### config.mk
export PLATFORM = sky130hd
export DESIGN_NAME = instr_mem_loader
export DESIGN_NICKNAME = d
export VERILOG_FILES = /design/src/rtl/loader_pkg.sv /design/src/rtl/word_packer.sv /design/src/rtl/instr_mem_loader.sv
export SDC_FILE = /design/constraint.sdc
export NUM_CORES = 1
export LEC_CHECK = 0
export ABC_CLOCK_PERIOD_IN_PS = 2700
export BUFFER_PORTS_ARGS = -buffer_cell sky130_fd_sc_hd__buf_4
export CORE_AREA = 2 2 84 126
export DETAILED_ROUTE_END_ITERATION = 10
export DIE_AREA = 0 0 86 128
export MAX_ROUTING_LAYER = met4
export PLACE_DENSITY = 0.78
export SLEW_MARGIN = 20
export SYNTH_ARGS = -nofsm -noshare
export SYNTH_HDL_FRONTEND = slang
export SYNTH_SLANG_ARGS = --single-unit
### constraint.sdc
create_clock -name clk -period 2.7 [get_ports clk]
set_input_delay 0.27 -clock clk [delete_from_list [all_inputs] [get_ports clk]]
set_output_delay 0.27 -clock clk [all_outputs]
set_load 0.005 [all_outputs]
### src/rtl/loader_pkg.sv
// Shared types and constants for the instruction-memory loader.
package loader_pkg;

  typedef enum logic [2:0] {
    LEN_LO,
    LEN_HI,
    PAYLOAD,
    CHECK,
    DONE,
    ERR
  } loader_state_t;

  localparam logic [7:0]  CHK_SEED       = 8'h00;
  localparam int unsigned BYTES_PER_WORD = 4;

endpackage

### src/rtl/word_packer.sv
// Packs accepted bytes little-endian into 32-bit words; word_valid_o fires with the 4th byte.
module word_packer
  import loader_pkg::*;
(
  input  logic        clk_i,
  input  logic        rst_ni,
  input  logic        clr_i,
  input  logic [7:0]  byte_i,
  input  logic        byte_valid_i,
  output logic [31:0] word_o,
  output logic        word_valid_o
);

  localparam logic [1:0] LastIdx = 2'(BYTES_PER_WORD - 1);

  logic [1:0]  cnt_q, cnt_d;
  logic [23:0] sr_q, sr_d;

  // The 4th byte bypasses the shift register so the word is ready in the same cycle.
  assign word_valid_o = byte_valid_i && (cnt_q == LastIdx);
  assign word_o       = {byte_i, sr_q};

  always_comb begin
    cnt_d = cnt_q;
    sr_d  = sr_q;
    if (clr_i) begin
      cnt_d = '0;
      sr_d  = '0;
    end else if (byte_valid_i) begin
      cnt_d = cnt_q + 2'd1;
      sr_d  = {byte_i, sr_q[23:8]};
    end
  end

  always_ff @(posedge clk_i) begin
    if (!rst_ni) begin
      cnt_q <= '0;
      sr_q  <= '0;
    end else begin
      cnt_q <= cnt_d;
      sr_q  <= sr_d;
    end
  end

endmodule

### src/rtl/instr_mem_loader.sv
// Loads a checksummed byte frame into instruction memory and releases the core on success.
module instr_mem_loader
  import loader_pkg::*;
#(
  parameter int unsigned                ADDRESS_WIDTH = 16,
  parameter int unsigned                DATA_WIDTH    = 32,
  parameter logic [ADDRESS_WIDTH-1:0]   BASE_ADDR     = '0,
  parameter int unsigned                MAX_WORDS     = 1024
) (
  input  logic                     clk,
  input  logic                     rst,
  input  logic                     start,
  input  logic [7:0]               rx_data,
  input  logic                     rx_valid,
  output logic                     rx_ready,
  output logic                     imem_we,
  output logic [ADDRESS_WIDTH-1:0] imem_addr,
  output logic [DATA_WIDTH-1:0]    imem_wd,
  output logic                     cpu_hold,
  output logic                     done,
  output logic                     error
);

  loader_state_t state_q, state_d;

  logic [7:0]               len_lo_q, len_lo_d;
  logic [15:0]              len_q, len_d;
  logic [15:0]              word_idx_q, word_idx_d;
  logic [7:0]               xor_q, xor_d;
  logic                     imem_we_q, imem_we_d;
  logic [ADDRESS_WIDTH-1:0] imem_addr_q, imem_addr_d;
  logic [DATA_WIDTH-1:0]    imem_wd_q, imem_wd_d;

  logic        accept;
  logic        pack_clr;
  logic        pack_valid;
  logic [31:0] pack_word;
  logic        pack_word_valid;
  logic [15:0] hdr_len;

  assign rx_ready   = (state_q == LEN_LO) || (state_q == LEN_HI) ||
                      (state_q == PAYLOAD) || (state_q == CHECK);
  assign accept     = rx_valid && rx_ready;
  assign hdr_len    = {rx_data, len_lo_q};
  assign pack_valid = accept && (state_q == PAYLOAD);
  // Holding the packer clear outside PAYLOAD guarantees every frame starts on a word boundary.
  assign pack_clr   = (state_q != PAYLOAD);

  word_packer u_word_packer (
    .clk_i        (clk),
    .rst_ni       (rst),
    .clr_i        (pack_clr),
    .byte_i       (rx_data),
    .byte_valid_i (pack_valid),
    .word_o       (pack_word),
    .word_valid_o (pack_word_valid)
  );

  always_comb begin
    state_d     = state_q;
    len_lo_d    = len_lo_q;
    len_d       = len_q;
    word_idx_d  = word_idx_q;
    xor_d       = xor_q;
    imem_we_d   = 1'b0;
    imem_addr_d = imem_addr_q;
    imem_wd_d   = imem_wd_q;

    unique case (state_q)
      LEN_LO: begin
        if (accept) begin
          len_lo_d = rx_data;
          state_d  = LEN_HI;
        end
      end

      LEN_HI: begin
        if (accept) begin
          len_d      = hdr_len;
          word_idx_d = '0;
          xor_d      = CHK_SEED;
          if (hdr_len == 16'd0) begin
            state_d = CHECK;
          end else if (32'(hdr_len) > MAX_WORDS) begin
            state_d = ERR;
          end else begin
            state_d = PAYLOAD;
          end
        end
      end

      PAYLOAD: begin
        if (accept) begin
          xor_d = xor_q ^ rx_data;
        end
        if (pack_word_valid) begin
          imem_we_d   = 1'b1;
          // Address arithmetic wraps at ADDRESS_WIDTH bits.
          imem_addr_d = BASE_ADDR + ADDRESS_WIDTH'({word_idx_q, 2'b00});
          imem_wd_d   = DATA_WIDTH'(pack_word);
          word_idx_d  = word_idx_q + 16'd1;
          if (word_idx_q == len_q - 16'd1) begin
            state_d = CHECK;
          end
        end
      end

      CHECK: begin
        if (accept) begin
          state_d = (rx_data == xor_q) ? DONE : ERR;
        end
      end

      DONE, ERR: begin
        if (start) begin
          state_d    = LEN_LO;
          word_idx_d = '0;
          xor_d      = CHK_SEED;
        end
      end

      default: state_d = LEN_LO;
    endcase
  end

  always_ff @(posedge clk) begin
    if (!rst) begin
      state_q     <= LEN_LO;
      len_lo_q    <= '0;
      len_q       <= '0;
      word_idx_q  <= '0;
      xor_q       <= CHK_SEED;
      imem_we_q   <= 1'b0;
      imem_addr_q <= BASE_ADDR;
      imem_wd_q   <= '0;
    end else begin
      state_q     <= state_d;
      len_lo_q    <= len_lo_d;
      len_q       <= len_d;
      word_idx_q  <= word_idx_d;
      xor_q       <= xor_d;
      imem_we_q   <= imem_we_d;
      imem_addr_q <= imem_addr_d;
      imem_wd_q   <= imem_wd_d;
    end
  end

  assign imem_we   = imem_we_q;
  assign imem_addr = imem_addr_q;
  assign imem_wd   = imem_wd_q;
  assign cpu_hold  = (state_q != DONE);
  assign done      = (state_q == DONE);
  assign error     = (state_q == ERR);

endmodule

Word level (Yosys, flattened, before mapping)
Index checks and enable logic that the tools add are counted.

operators by class
  bitwise logic cells = 2
  add/sub/neg operators = 3
  multiplexer cells = 19
  reduce and logical (&&, ||, !) cells = 18
  order comparisons = 1
  equal/unequal tests = 17

operator list
  cell                                                   number
  two-way mux 16 bit                                     3
  case mux 16 bit (3 select lines)                       1
  two-way mux 3 bit                                      8
  two-way mux 8 bit                                      3
  case mux 8 bit (3 select lines)                        1
  adder 16 x 1 -> 16 bit (second input constant)         1
  == test 16 bit                                         1
  > comparator 16 x 11 -> 1 bit (second input constant)  1
  zero test 16 bit                                       1
  subtractor 16 x 1 -> 16 bit (second input constant)    1
  case mux 3 bit (5 select lines)                        1
  != test 2 bit (second input constant)                  6
  == test 8 bit                                          1
  AND reduction 2 bit                                    4
  AND reduction 4 bit                                    2
  XOR 8 bit                                              1
  == test 3 x 2 -> 1 bit (second input constant)         2
  == test 3 bit (second input constant)                  2
  AND reduction 6 bit                                    1
  OR reduction 2 bit                                     2
  == test 3 x 1 -> 1 bit (second input constant)         1
  logical AND 1 bit                                      3
  zero test 3 bit                                        1
  logical OR 1 bit                                       3
  other kinds (8)                                        9

storage, ports and cells
  output and inout bits = 53
  bits of input ports = 12
  word-level logic and storage cells = 70
  register bits after elaboration = 124

Depth between registers and ports, before layout
  word-level depth = 9
  mapped depth = 11
  gate-level depth less buffers = 9

Cells and area by module
Synthesis repeated with hierarchy kept, for this count alone.

second synthesis, totals
  cells, all modules = 671
  area, all modules = 5475.3 um^2

modules (own cells, without submodules)
  module            instances  cells an instance  seq. area each (um^2)  area each (um^2)
  instr_mem_loader  1          576                1961.9                 4428.0
  word_packer       1          95                 520.5                  1047.3

Worst setup path before layout
Ideal clock, no wire load.

  kind = reg2reg
  start point = register len_q[0]
  end point = register state_q[2]
  slack = 0.548 ns
  stages on the path, launching flop included = 11
  required time = 2.630 ns
  period minus slack after synthesis = 2.152 ns
  path buffers = 2
  arrival = 2.083 ns
  library setup time = 0.070 ns
  cells stage by stage = dfxtp_1 > clkbuf_1 > inv_1 > ha_1 > clkbuf_1 > nor2b_1 > o311ai_0 > nand4_1 > nor4_1 > nand2_1 > a21oi_1

between the ends
  longest elaborated chain between the ends = 4

RTL lines
  item                                     RTL line                 RTL
  start, declared                          instr_mem_loader.sv:27   logic [15:0] len_q, len_d;
  start signal, assigned                   instr_mem_loader.sv:139  len_q <= len_d;
  subtractor 16 x 1 -> 16 bit              instr_mem_loader.sv:102  if (word_idx_q == len_q - 16'd1) begin
  == test 16 bit                           instr_mem_loader.sv:102
  != test 2 x 1 -> 1 bit (no source line)  n/a
  AND reduction 6 bit (no source line)     n/a
  end signal, assigned                     instr_mem_loader.sv:137  state_q <= state_d;
  end, declared                            instr_mem_loader.sv:24   loader_state_t state_q, state_d;

No other way between the ends.
A chain may end at the register's enable or synchronous reset.

Worst setup path after layout
Same ends and word-level chain as after synthesis.

==> flow_summary.yaml <==
run_status:
  status: "finished, final reports clean"
sta:
  whs_ns: 0.175
  maxSlewHeadroom: 0.387
  period_minus_slack_ns: 2.37
  setup_viol: 0
  tightest_slew_ns: 0.912
  max_freq_mhz: 421
  layout_setup_ws_ns: 0.326
  rsz0062_at_grt: "no"
  setup-tns-final_ns: 0
  hold_viol: 0
  fin_skew_ns: 0.00626
  period_share: 0.879
  slew_viol_final: 0
global_route:
  gr-usage-met1: 0.272
  top_usage_layer: "met2"
  grt_usage: 0.262
  grt_antenna_before_repair: 0
  grt_use_met3: 0.0637
  grt_max_degree: 83
  grt.overflow.total: 0
  grt_pass1_vias: 4546
  use_met2: 0.456
  grt_pass1_wl_mm: 21.9
floorplanning:
  die_x_microns: 86
  die_area_sq_um: 11000
  initial_utilization: 0.567
  die_y_microns: 128
  ios: 65
  std_cell_rows: 45
  core_sq_um: 9970
routing:
  drtIter0Drc: 280
  routedWlPerCell_microns: 15.8
  vias_per_cell: 5.61
  drc_errors: 0
  firstDrtPassIters: 6
  drt-total-wl_mm: 13.4
  num_vias: 4766
  postRouteAntennaNets: 0
clocking:
  clock_latency_ns: 0.41
  cts_hold_buf: 0
  cts.sinks: 124
  cts_htree_levels: 4
  root_buffer: "clkbuf_16"
  cts_buffers: 17
  cts_tree: "done"
  cts_buffer_depth: 2
  ctsResizeCount: 0
  post_cts_buffers: 0
  clk_pin_slew_ns: 0.06
logic_synthesis:
  synth_warnings: 0
  synthFlopType: "dfxtp_1"
  synth-async-reset-ratio: 0
  synth_cells: 681
  synth_edf_count: 0
  ys_seq_elements: 124
  synth_area_sq_um: 5650
  ys_seq_area_frac: 0.439
  yosysUniqueCellTypes: 54
  syn_area_per_cell_sq_um: 8.30
setup_path:
  cp_max_fo: 12
  worstSetupPathType: "reg -> reg"
  worstPathArrival_ns: 2.72
  start_kind: "register"
  cp.required_ns: 3.04
  critPathCaptureType: "register"
finish:
  diodes: 0
  drive_above_1_share: 0.153
  finalNetCount: 734
  synthToLayoutAreaGrowth_pct: 18.7
power:
  power.density_nw_per_um2: 656
  report.power.total_uw: 4400
  p_leak_uw: 0.00260
  ir_drop_uv: 613
placed_design:
  port_buffers: 62
  pre_cts_ws_ns: 0.349
  gp_congestion: 0.883
  dpl.hpwl_mm: 9.39
flow_run:
  cap_viol_max_count: 0
worst_hold_path:
  hold_path.class: "in -> reg"
## power by group
group	total, uW	switching [uW]	internal, uW
Combinational	278	159	119
Clock	2240	800	1440
Sequential	1880	28.5	1850
## cell usage after synthesis, types with 2 or more instances
master,count,area share
mux2i_1,27,0.048
o2111ai_1,3,0.0047
or3_1,2,0.0022
nor3_1,11,0.0097
a31oi_1,2,0.0022
nor2b_1,7,0.0078
o41ai_1,2,0.0031
and3_1,7,0.0078
nand4_2,2,0.0044
nand2b_1,14,0.016
and2_1,4,0.0044
nand3_1,9,0.0080
a21boi_1,4,0.0053
nor3b_1,3,0.0040
nand4_1,9,0.010
nand3b_1,3,0.0040
xor2_1,23,0.036
dfxtp_1,124,0.44
o21ai_0,23,0.020
or2_2,2,0.0022
ha_1,3,0.0066
buf_1,7,0.0047
a41oi_1,2,0.0031
a211o_1,2,0.0031
nor2_1,67,0.045
xnor2_1,16,0.025
nor4_1,6,0.0066
a21oi_1,7,0.0062
mux2_2,3,0.0060
a21boi_0,66,0.088
buf_4,4,0.0053
clkbuf_1,41,0.027
inv_1,5,0.0033
nand2_1,151,0.10
## cell usage in the layout, fill, tap and decap left out, types with 4 or more instances in the layout
master | netlist | layout
nand2_1 | 151 | 151
dfxtp_1 | 124 | 124
buf_4 | 4 | 72
nor2_1 | 67 | 66
a21boi_0 | 66 | 66
mux2i_1 | 27 | 27
o21ai_0 | 23 | 23
xor2_1 | 23 | 23
clkbuf_16 | 0 | 17
xnor2_1 | 16 | 16
nand2b_1 | 14 | 14
nor3_1 | 11 | 11
nand3_1 | 9 | 9
nand4_1 | 9 | 9
nor2b_1 | 7 | 7
a21oi_1 | 7 | 7
and3_1 | 7 | 7
nor4_1 | 6 | 6
inv_1 | 5 | 5
clkinv_2 | 0 | 5
and2_1 | 4 | 4
a21boi_1 | 4 | 4
## state kept, by name (all words and copies together) (netlist names)
signal	cells
imem_we	1
imem_wd	32
imem_addr	14
len_lo_q	8
state_q	3
word_idx_q	16
u_word_packer.cnt_q	2
xor_q	8
u_word_packer.sr_q	24
len_q	16
## metal layers
layer / vias to the layer above / part of all wire / wire [microns]
li1: 2348 / - / -
met1: 2246 / 0.38 / 5140
met2: 132 / 0.53 / 7120
met3: 40 / 0.045 / 598
met4: 0 / 0.041 / 549
met5: - / 0 / 0
## worst max-delay path: stages, from the launching register on
cell,delay (ns)
dfxtp_1,0.53
inv_1,0.09
ha_1,0.36
nor2b_1,0.20
o311ai_0,0.32
nand4_1,0.13
nor4_1,0.43
nand2_1,0.10
a21oi_1,0.15
## through the flow
| step | cells | instance area (sq um) | util |
|---|---|---|---|
| finish | 849 | 6710 | 0.673 |
| global route | 849 | 6710 | 0.673 |
| CTS | 849 | 6710 | 0.673 |
| detailed placement | 817 | 6120 | 0.614 |
| global placement | 817 | 6120 | 0.614 |
| floorplan | 682 | 5650 | - |
## kinds of logic after synthesis
family / synth area share
buf+inv: 0.0434
xor+xnor: 0.0605
other cells: 0.000664
fa+ha+maj: 0.00665
compound gates: 0.146
flops: 0.439
simple gates: 0.247
mux: 0.0558
## final timing paths
| check | startpoint | endpoint | slack (ns) | cells past startpoint |
|---|---|---|---|---|
| worst min-delay path | rx_data[4] | len_q[12]$_SDFFE_PN0P_ | 0.17 | 3 |
| worst min register to register | imem_addr[14]$_SDFFE_PN0P_ | imem_addr[14]$_SDFFE_PN0P_ | 0.46 | 2 |
| worst max register to register | len_q[0]$_SDFFE_PN0P_ | state_q[2]$_SDFFE_PN0P_ | 0.33 | 8 |
| worst max-delay path | len_q[0]$_SDFFE_PN0P_ | state_q[2]$_SDFFE_PN0P_ | 0.33 | 8 |
## final cells by class
type / instances / area [sq um]
inverter: 5 / 18.8
timing repair buffer: 72 / 541
clock inverter: 12 / 148
multi-input combinational: 499 / 2930
sequential: 124 / 2480
clock buffer: 20 / 437
tap: 117 / 146
fill: 793 / 3260
No activity file was read; power rests on OpenSTA's default activity.
